--- config.mk ---
export PLATFORM = sky130hd
export DESIGN_NAME = axi_rd_frame_gen_flat
export DESIGN_NICKNAME = d
export VERILOG_FILES = /design/src/rtl/axi_rd_frame_gen_if.sv /design/src/rtl/axi_rd_frame_gen.sv /design/src/flat_wrapper.sv
export SDC_FILE = /design/constraint.sdc
export NUM_CORES = 1
export LEC_CHECK = 0
export BUFFER_PORTS_ARGS = -buffer_cell sky130_fd_sc_hd__buf_2
export CAP_MARGIN = 20
export CORE_UTILIZATION = 55
export DETAILED_ROUTE_END_ITERATION = 10
export HOLD_SLACK_MARGIN = 0.02
export PLACE_DENSITY = 0.75
export SYNTH_ARGS = -nofsm -noshare
export SYNTH_HDL_FRONTEND = slang
export SYNTH_SLANG_ARGS = --single-unit
--- constraint.sdc ---
create_clock -name clk -period 8.1 [get_ports clk]
set_input_delay 0.81 -clock clk [delete_from_list [all_inputs] [get_ports clk]]
set_output_delay 0.81 -clock clk [all_outputs]
set_load 0.05 [all_outputs]
--- src/rtl/axi_rd_frame_gen_if.sv ---
// Bus bundle for the read frame generator: AXI AR/R channels, the frame
// interface toward the array read controller and the array return strobe.
interface axi_rd_frame_gen_if #(
  parameter int AXI_ADDR_WIDTH  = 20,
  parameter int AXI_DATA_WIDTH  = 64,
  parameter int AXI_FRAME_WIDTH = AXI_ADDR_WIDTH + AXI_DATA_WIDTH + 3
);
  logic                       axi_arvalid;
  logic                       axi_arready;
  logic [AXI_ADDR_WIDTH-1:0]  axi_araddr;
  logic [7:0]                 axi_arlen;
  logic                       axi_rvalid;
  logic                       axi_rready;
  logic [AXI_DATA_WIDTH-1:0]  axi_rdata;
  logic [1:0]                 axi_rresp;
  logic                       axi_rlast;
  logic [AXI_FRAME_WIDTH-1:0] axi_frame_rd_data;
  logic                       axi_frame_rd_valid;
  logic                       axi_frame_rd_ready;
  logic [AXI_DATA_WIDTH-1:0]  array_rd_rdata;
  logic                       array_rd_rvalid;

  modport slave (
    input  axi_arvalid, axi_araddr, axi_arlen, axi_rready,
           axi_frame_rd_ready, array_rd_rdata, array_rd_rvalid,
    output axi_arready, axi_rvalid, axi_rdata, axi_rresp, axi_rlast,
           axi_frame_rd_data, axi_frame_rd_valid
  );

  modport master (
    output axi_arvalid, axi_araddr, axi_arlen, axi_rready,
           axi_frame_rd_ready, array_rd_rdata, array_rd_rvalid,
    input  axi_arready, axi_rvalid, axi_rdata, axi_rresp, axi_rlast,
           axi_frame_rd_data, axi_frame_rd_valid
  );
endinterface

--- src/rtl/axi_rd_frame_gen.sv ---
// Slices one AXI INCR read burst into row-bounded frames and returns the array
// data through a credit-protected show-ahead FIFO on the R channel.
module axi_rd_frame_gen #(
  parameter int AXI_ADDR_WIDTH  = 20,
  parameter int AXI_DATA_WIDTH  = 64,
  parameter int AXI_FRAME_WIDTH = AXI_ADDR_WIDTH + AXI_DATA_WIDTH + 3,
  parameter int AXI_RADDR_WIDTH = 14,
  parameter int AXI_CADDR_WIDTH = AXI_ADDR_WIDTH - AXI_RADDR_WIDTH,
  parameter int RFIFO_DEPTH     = 8
) (
  input  logic              clk,
  input  logic              rst_n,
  axi_rd_frame_gen_if.slave bus,
  output logic              rd_busy,
  output logic              rd_err_spurious
);
  localparam int AW = $clog2(RFIFO_DEPTH);
  localparam int SW = AW + 2;
  localparam logic [1:0] IDLE  = 2'd0;
  localparam logic [1:0] ISSUE = 2'd1;
  localparam logic [1:0] DRAIN = 2'd2;

  logic [1:0]                 state;
  logic [AXI_ADDR_WIDTH-1:0]  cur_addr;
  logic [8:0]                 beats_left;
  logic [8:0]                 rcv_left;
  logic [8:0]                 r_left;
  logic                       first;
  logic [AW:0]                inflight;
  logic [AW:0]                cnt;
  logic [AW-1:0]              wr_ptr;
  logic [AW-1:0]              rd_ptr;
  logic [AXI_DATA_WIDTH-1:0]  mem [RFIFO_DEPTH];
  logic                       frame_valid;
  logic [AXI_FRAME_WIDTH-1:0] frame_data;

  logic                       ar_hs;
  logic                       fr_hs;
  logic                       push;
  logic                       pop;
  logic                       load;
  logic                       credit_ok;
  logic                       beat_eof;
  logic [8:0]                 len1;
  logic [SW-1:0]              reserved_nx;
  logic [AXI_RADDR_WIDTH-1:0] row;
  logic [AXI_CADDR_WIDTH-1:0] col;

  assign row      = cur_addr[AXI_ADDR_WIDTH-1 -: AXI_RADDR_WIDTH];
  assign col      = cur_addr[AXI_CADDR_WIDTH-1:0];
  assign len1     = {1'b0, bus.axi_arlen} + 9'd1;
  assign ar_hs    = (state == IDLE) && bus.axi_arvalid;
  assign fr_hs    = frame_valid && bus.axi_frame_rd_ready;
  assign push     = bus.array_rd_rvalid && (inflight != '0);
  assign pop      = (cnt != '0) && bus.axi_rready;
  assign beat_eof = (beats_left == 9'd1) || (&col);

  // Slots reserved after this edge: issued-but-unreturned words plus FIFO
  // occupancy. A new beat may only be presented if one slot is still free.
  assign reserved_nx = SW'(inflight) + SW'(cnt) + SW'(fr_hs) - SW'(pop);
  assign credit_ok   = reserved_nx < SW'(RFIFO_DEPTH);
  assign load        = (state == ISSUE) && (!frame_valid || fr_hs) &&
                       (beats_left != '0) && credit_ok;

  assign bus.axi_arready        = (state == IDLE);
  assign bus.axi_rvalid         = (cnt != '0);
  assign bus.axi_rdata          = mem[rd_ptr];
  assign bus.axi_rresp          = 2'b00;
  assign bus.axi_rlast          = (cnt != '0) && (r_left == 9'd1);
  assign bus.axi_frame_rd_valid = frame_valid;
  assign bus.axi_frame_rd_data  = frame_data;
  assign rd_busy                = (state != IDLE);

  always_ff @(posedge clk) begin
    if (!rst_n) begin
      state           <= IDLE;
      cur_addr        <= '0;
      beats_left      <= '0;
      rcv_left        <= '0;
      r_left          <= '0;
      first           <= 1'b0;
      inflight        <= '0;
      cnt             <= '0;
      wr_ptr          <= '0;
      rd_ptr          <= '0;
      frame_valid     <= 1'b0;
      frame_data      <= '0;
      rd_err_spurious <= 1'b0;
    end else begin
      case (state)
        IDLE:    if (bus.axi_arvalid) state <= ISSUE;
        ISSUE:   if (fr_hs && (beats_left == '0)) state <= DRAIN;
        DRAIN:   if ((rcv_left == '0) && (cnt == '0)) state <= IDLE;
        default: state <= IDLE;
      endcase

      // beats_left/cur_addr/first describe the next beat to be presented.
      if (ar_hs) begin
        cur_addr   <= bus.axi_araddr;
        beats_left <= len1;
        first      <= 1'b1;
      end else if (load) begin
        cur_addr   <= {row, col} + AXI_ADDR_WIDTH'(1);
        beats_left <= beats_left - 9'd1;
        first      <= beat_eof;
      end

      if (load) begin
        frame_valid <= 1'b1;
        frame_data  <= {first, beat_eof, 1'b0, cur_addr, {AXI_DATA_WIDTH{1'b0}}};
      end else if (fr_hs) begin
        frame_valid <= 1'b0;
      end

      if (ar_hs)     rcv_left <= len1;
      else if (push) rcv_left <= rcv_left - 9'd1;

      if (ar_hs)    r_left <= len1;
      else if (pop) r_left <= r_left - 9'd1;

      case ({fr_hs, push})
        2'b10:   inflight <= inflight + (AW+1)'(1);
        2'b01:   inflight <= inflight - (AW+1)'(1);
        default: inflight <= inflight;
      endcase

      case ({push, pop})
        2'b10:   cnt <= cnt + (AW+1)'(1);
        2'b01:   cnt <= cnt - (AW+1)'(1);
        default: cnt <= cnt;
      endcase

      if (push) wr_ptr <= wr_ptr + AW'(1);
      if (pop)  rd_ptr <= rd_ptr + AW'(1);

      if (bus.array_rd_rvalid && (inflight == '0)) rd_err_spurious <= 1'b1;
    end
  end

  // Return FIFO storage carries data only and needs no reset.
  always_ff @(posedge clk) begin
    if (push) mem[wr_ptr] <= bus.array_rd_rdata;
  end
endmodule

--- src/flat_wrapper.sv ---
// flat-port wrapper written by rule: the top's interface ports become plain ports
module axi_rd_frame_gen_flat 
#(
  parameter int AXI_ADDR_WIDTH  = 20,
  parameter int AXI_DATA_WIDTH  = 64,
  parameter int AXI_FRAME_WIDTH = AXI_ADDR_WIDTH + AXI_DATA_WIDTH + 3,
  parameter int AXI_RADDR_WIDTH = 14,
  parameter int AXI_CADDR_WIDTH = AXI_ADDR_WIDTH - AXI_RADDR_WIDTH,
  parameter int RFIFO_DEPTH     = 8
)
  (clk, rst_n, rd_busy, rd_err_spurious, bus_axi_arvalid, bus_axi_araddr, bus_axi_arlen, bus_axi_rready, bus_axi_frame_rd_ready, bus_array_rd_rdata, bus_array_rd_rvalid, bus_axi_arready, bus_axi_rvalid, bus_axi_rdata, bus_axi_rresp, bus_axi_rlast, bus_axi_frame_rd_data, bus_axi_frame_rd_valid);
  axi_rd_frame_gen_if #(.AXI_ADDR_WIDTH(AXI_ADDR_WIDTH), .AXI_DATA_WIDTH(AXI_DATA_WIDTH), .AXI_FRAME_WIDTH(AXI_FRAME_WIDTH)) bus_i ();
  input  logic clk;
  input  logic rst_n;
  output logic rd_busy;
  output logic rd_err_spurious;
  input wire logic [$bits(bus_i.axi_arvalid)-1:0] bus_axi_arvalid;
  input wire logic [$bits(bus_i.axi_araddr)-1:0] bus_axi_araddr;
  input wire logic [$bits(bus_i.axi_arlen)-1:0] bus_axi_arlen;
  input wire logic [$bits(bus_i.axi_rready)-1:0] bus_axi_rready;
  input wire logic [$bits(bus_i.axi_frame_rd_ready)-1:0] bus_axi_frame_rd_ready;
  input wire logic [$bits(bus_i.array_rd_rdata)-1:0] bus_array_rd_rdata;
  input wire logic [$bits(bus_i.array_rd_rvalid)-1:0] bus_array_rd_rvalid;
  output wire logic [$bits(bus_i.axi_arready)-1:0] bus_axi_arready;
  output wire logic [$bits(bus_i.axi_rvalid)-1:0] bus_axi_rvalid;
  output wire logic [$bits(bus_i.axi_rdata)-1:0] bus_axi_rdata;
  output wire logic [$bits(bus_i.axi_rresp)-1:0] bus_axi_rresp;
  output wire logic [$bits(bus_i.axi_rlast)-1:0] bus_axi_rlast;
  output wire logic [$bits(bus_i.axi_frame_rd_data)-1:0] bus_axi_frame_rd_data;
  output wire logic [$bits(bus_i.axi_frame_rd_valid)-1:0] bus_axi_frame_rd_valid;
  assign bus_i.axi_arvalid = bus_axi_arvalid;
  assign bus_i.axi_araddr = bus_axi_araddr;
  assign bus_i.axi_arlen = bus_axi_arlen;
  assign bus_i.axi_rready = bus_axi_rready;
  assign bus_i.axi_frame_rd_ready = bus_axi_frame_rd_ready;
  assign bus_i.array_rd_rdata = bus_array_rd_rdata;
  assign bus_i.array_rd_rvalid = bus_array_rd_rvalid;
  assign bus_axi_arready = bus_i.axi_arready;
  assign bus_axi_rvalid = bus_i.axi_rvalid;
  assign bus_axi_rdata = bus_i.axi_rdata;
  assign bus_axi_rresp = bus_i.axi_rresp;
  assign bus_axi_rlast = bus_i.axi_rlast;
  assign bus_axi_frame_rd_data = bus_i.axi_frame_rd_data;
  assign bus_axi_frame_rd_valid = bus_i.axi_frame_rd_valid;
  axi_rd_frame_gen #(.AXI_ADDR_WIDTH(AXI_ADDR_WIDTH), .AXI_DATA_WIDTH(AXI_DATA_WIDTH), .AXI_FRAME_WIDTH(AXI_FRAME_WIDTH), .AXI_RADDR_WIDTH(AXI_RADDR_WIDTH), .AXI_CADDR_WIDTH(AXI_CADDR_WIDTH), .RFIFO_DEPTH(RFIFO_DEPTH)) u_core (.clk(clk), .rst_n(rst_n), .bus(bus_i), .rd_busy(rd_busy), .rd_err_spurious(rd_err_spurious));
endmodule
==> results.md <==
- The critical hold path startpoint is u_core.bus.axi_frame_rd_data[68].
- Across the run, the number of max-cap violations was 0.
- The kind of critical path is flip-flop to output pin.
- The worst path meets setup with 3.72 ns of slack.
- Setup repair after global routing left no endpoint under its margin.
- The layout net count is 1,741.
- The number of synthesized register bits is 603.
- The initial utilization of the core area, before any placement, comes to 56.2%.
- The number of endpoints with negative hold slack in the final report is 0.
- In this run the critical register-to-register path is launched from u_core.cnt[0].
- The setup clock skew after layout is 0.0153 ns.
- The peak per-stage delay on the critical path is 0.72 ns.
- The floorplan step defined a die boundary enclosing 45,300 µm².
- The final setup TNS is 0 ns.
- The total number of placement rows is 76.
- The first detailed-routing pass ran for 5 iterations.
- The total overflow left after global routing is 0.
- The via count of the first global-routing pass came to 13,200.
- Yosys mapped the design onto 50 distinct sky130hd cell types.
- The TritonCTS sink count is 603.
- After floorplanning, the core was sized to cover 43,500 µm².
- The buffer cell driving the clock tree root is sky130_fd_sc_hd__clkbuf_16.
- The depth of the critical timing path with buffers and inverters included is 5.
- The number of antenna violations at the first check in global routing is 6.
- For this design the ratio of total power to cell area is 297 nW/µm².
- The number of nets with antenna violations after routing is 0.
- The synthesized area per cell is 17.3 µm².
- The critical path ends at bus_axi_rdata[6].
- The share of synthesized area in the top cell type comes to 62.9%.
- The number of endpoints failing setup at the final stage is 0.
- The number of pins exceeding their max-slew limit in the final report is 0.
- The share of layout cells above drive strength 1 is 30.9%.
- The HPWL after detailed placement is 27.8 mm.
- The post-placement cell area is 25,800 µm².
- The clock-pin slew on the worst setup and hold paths is 0.06 ns.
- The clock period minus worst slack is 4.38 ns.
- The end of the worst register-to-register path is u_core.cur_addr[14].
- The tightest min-delay check is of the flip-flop to flip-flop type.
- Traced cell by cell, the critical path runs through buf_4 -> buf_4 -> mux4_2 -> mux2_2 -> buf_2.
- The worst setup path is launched from a flip-flop.
- The post-synthesis instance area is 24,400 µm².
- Buffers added to address setup during post-CTS repair amount to 0.
- The routability congestion estimate is 0.876.
- The number of cells on the worst reg-to-reg path is 12.
- After synthesis, the cell types taking the most area are sky130_fd_sc_hd__edfxtp_1, sky130_fd_sc_hd__mux4_2, sky130_fd_sc_hd__dfxtp_1, sky130_fd_sc_hd__mux2_2, sky130_fd_sc_hd__buf_4.
- Entering global routing, the biggest net connects 100 pins.
- The cell type with the highest occurrence count on the critical path is sky130_fd_sc_hd__buf_4.
- Global routing used 22.1% of the available tracks across all layers.
- For the pin with the worst max-slew slack, the measured transition is 1.04 ns.
- For this run, asynchronously set or reset flops after synthesis account for 0%.
- The number of buffers inserted by hold repair at cts is 0.
- The total wire length after detailed routing is 49.3 mm.
- The cell family with the largest share of critical-path delay is buffers and inverters.
- The post-synthesis to final-layout area growth is 13.4%.
- Once layout is done, the placed cells without fillers occupy 27,700 µm².
- The leakage dissipation is 9.21 nW.
- The horizontal die dimension is 213 µm.
- The TritonCTS clock tree is done.
- The total of fill cells in the finished design is 2,975.
- The first global-routing pass estimated 74.9 mm of wire.
- Dividing the detail-routed wire length by the instance count gives 21.9 µm.
- The largest total area in the synthesized netlist belongs to sky130_fd_sc_hd__edfxtp_1.
- The peak ir drop on the vdd network is 0.200 mV.
- The most used flip-flop cell after synthesis is sky130_fd_sc_hd__edfxtp_1.
- The number of clock buffers added by TritonCTS is 57.
- The clock passes through at most 3 buffers.
- The clock latency on the worst-skew pair is 0.59 ns.
- The largest individual stage delay along the critical path comes from the cell sky130_fd_sc_hd__buf_4.
- The number of gates resized after CTS was 0.
- The required time at the endpoint of the critical path is 7.29 ns.
- The worst setup path is captured at an output pin.
- The internal reg-to-reg setup slack is 3.76 ns.
- The maximum clock rate is 228 MHz.
- Using the TritonRoute via totals, the vias-per-cell ratio works out to 5.79.
- The number of cells after detailed placement is 2,144.
- The number of buffer and inverter instances along the worst setup path is 3.
- The share of the Yosys chip area taken by registers is 70.4%.
- The detailed router finished its first iteration with 1,179 violations.
- The routed via count is 13,100.
- Leaving out filler cells and counting taps, the final layout contains 2,255.
- Input and output buffers added on the ports amount to 189.
- Yosys printed 0 warnings.
- The worst pin sits at a relative slew slack of 30.2%.
- Synthesis produced a netlist whose cell count is 1,416.
- The CTS H-tree depth is 2.
- Summing internal, switching and leakage power gives 0.00823 W.
- The die is 213 µm tall.
- The count of unresolved DRC violations after routing is 0.
- In this run the worst path has a maximum fanout of 53.
- The run finished with clean final reports.
- The worst path arrival time is 3.57 ns.
- The synthesized design contains 512 enable-type register cells.
- 257 I/O pins were placed.
- The setup slack after placement is 3.77 ns.
- The final critical path takes up 54.1% of the cycle.
==> state kept, by name, summed over array words and instances (netlist names), 4 cells and up, named ones only <==
signal and flops:
u_core.bus.axi_frame_rd_data 22, u_core.cnt 4, u_core.mem 512, u_core.rcv_left 9, u_core.inflight 4, u_core.r_left 9, u_core.cur_addr 20, u_core.beats_left 9
==> worst min-delay path by stage <==
stage          cells past startpoint                               end  slack [ns]
4_1_cts                            1                 u_core.mem[4][16]        0.44
5_1_grt                            1                  u_core.mem[4][2]        0.46
3_3_place_gp                       2  u_core.bus.axi_frame_rd_data[80]        0.44
2_1_floorplan                      2  u_core.bus.axi_frame_rd_data[86]        0.43
6_report                           2  u_core.bus.axi_frame_rd_data[68]        0.46
3_5_place_dp                       2  u_core.bus.axi_frame_rd_data[73]        0.45
==> synth_stat cells (3+ instances only) <==
master / n
sky130_fd_sc_hd__edfxtp_1: 512
sky130_fd_sc_hd__mux4_2: 128
sky130_fd_sc_hd__dfxtp_1: 91
sky130_fd_sc_hd__nand2_1: 78
sky130_fd_sc_hd__a21oi_1: 72
sky130_fd_sc_hd__buf_4: 67
sky130_fd_sc_hd__mux2_2: 65
sky130_fd_sc_hd__nor2_1: 50
sky130_fd_sc_hd__clkbuf_1: 45
sky130_fd_sc_hd__inv_1: 35
sky130_fd_sc_hd__o21ai_0: 34
sky130_fd_sc_hd__ha_1: 23
sky130_fd_sc_hd__a31oi_1: 18
sky130_fd_sc_hd__buf_1: 17
sky130_fd_sc_hd__nand3_1: 16
sky130_fd_sc_hd__xnor2_1: 15
sky130_fd_sc_hd__xor2_1: 14
sky130_fd_sc_hd__nor3_1: 13
sky130_fd_sc_hd__or3_1: 11
sky130_fd_sc_hd__a211oi_1: 9
sky130_fd_sc_hd__nor3b_1: 9
sky130_fd_sc_hd__o221a_2: 9
sky130_fd_sc_hd__and4_1: 8
sky130_fd_sc_hd__nand4_1: 8
sky130_fd_sc_hd__nand2b_1: 7
sky130_fd_sc_hd__and3_1: 6
sky130_fd_sc_hd__buf_2: 6
sky130_fd_sc_hd__or4_1: 6
sky130_fd_sc_hd__and2_1: 4
sky130_fd_sc_hd__o211ai_1: 4
sky130_fd_sc_hd__o31ai_1: 4
sky130_fd_sc_hd__a21o_1: 3
sky130_fd_sc_hd__nor4_1: 3
sky130_fd_sc_hd__o21a_1: 3
sky130_fd_sc_hd__o22ai_1: 3
==> through the flow <==
stage | utilization, % | hold slack, ns
floorplan | - | 0.431
global placement | 59.4 | 0.442
detailed placement | 59.4 | 0.450
CTS | 63.7 | 0.436
global route | 63.7 | 0.455
finish | 63.7 | 0.464
==> cells by family after synthesis <==
group                      share of synthesized area, %
adders and majority gates                          1.34
xor gates and xnor gates                           1.04
muxes                                              14.9
AOI/OAI and AO/OA                                  4.24
DFF                                                70.4
and+or+nand+nor                                    4.40
buffers and inverters                              3.69
other                                            0.0154
==> report_power, final <==
part / switching, W / leakage [nW] / internal (W)
combinational: 0.00127 / 2.95 / 0.000685
clock: 0.00111 / 0.908 / 0.00152
sequential: 0.000129 / 5.35 / 0.00353
total: 0.00250 / 9.21 / 0.00573
==> cell usage in the layout, fill, tap and decap left out, types with 7 or more instances in the layout <==
| cell type | synthesis | layout |
|---|---|---|
| sky130_fd_sc_hd__a21oi_1 | 72 | 71 |
| sky130_fd_sc_hd__or3_1 | 11 | 11 |
| sky130_fd_sc_hd__o221a_2 | 9 | 9 |
| sky130_fd_sc_hd__and4_1 | 8 | 8 |
| sky130_fd_sc_hd__conb_1 | 1 | 67 |
| sky130_fd_sc_hd__dfxtp_1 | 91 | 88 |
| sky130_fd_sc_hd__nand3_1 | 16 | 16 |
| sky130_fd_sc_hd__ha_1 | 23 | 23 |
| sky130_fd_sc_hd__edfxtp_1 | 512 | 512 |
| sky130_fd_sc_hd__nor2_1 | 50 | 48 |
| sky130_fd_sc_hd__clkinv_2 | 0 | 12 |
| sky130_fd_sc_hd__nand2b_1 | 7 | 7 |
| sky130_fd_sc_hd__nand2_1 | 78 | 78 |
| sky130_fd_sc_hd__nand4_1 | 8 | 8 |
| sky130_fd_sc_hd__o21ai_0 | 34 | 34 |
| sky130_fd_sc_hd__xor2_1 | 14 | 14 |
| sky130_fd_sc_hd__mux4_2 | 128 | 128 |
| sky130_fd_sc_hd__nor3_1 | 13 | 11 |
| sky130_fd_sc_hd__clkbuf_1 | 45 | 7 |
| sky130_fd_sc_hd__xnor2_1 | 15 | 15 |
| sky130_fd_sc_hd__clkbuf_16 | 0 | 57 |
| sky130_fd_sc_hd__a31oi_1 | 18 | 18 |
| sky130_fd_sc_hd__buf_4 | 67 | 22 |
| sky130_fd_sc_hd__clkinv_1 | 1 | 13 |
| sky130_fd_sc_hd__buf_2 | 6 | 189 |
| sky130_fd_sc_hd__a211oi_1 | 9 | 9 |
| sky130_fd_sc_hd__mux2_2 | 65 | 65 |
| sky130_fd_sc_hd__inv_1 | 35 | 35 |
==> worst min-delay path: stages (launching register included) <==
cell                      delay [ns]
sky130_fd_sc_hd__dfxtp_1        0.31
sky130_fd_sc_hd__nand2_1        0.05
sky130_fd_sc_hd__a21oi_1        0.06
==> metal layers <==
metal | global-route usage (%) | wire, µm | vias to the layer above
met1 | 29.2 | 20100 | 6652
met4 | 5.38 | 865 | 4
li1 | - | - | 5852
met3 | 4.57 | 3380 | 64
met2 | 37.6 | 24900 | 482
met5 | 0 | 18 | -
==> final cells by class <==
class                           count  area, µm²  share of cell area, %
Multi-Input combinational cell    708       6630                   23.9
Sequential cell                   603      17200                   62.1
Timing Repair Buffer              212       1130                   4.08
Inverter                           36        135                  0.488
Clock buffer                       68       1510                   5.44
Tap cell                          585        732                   2.64
Antenna cell                        5       12.5                 0.0452
Clock inverter                     38        345                   1.25
Power figures use the tool's default switching activity.
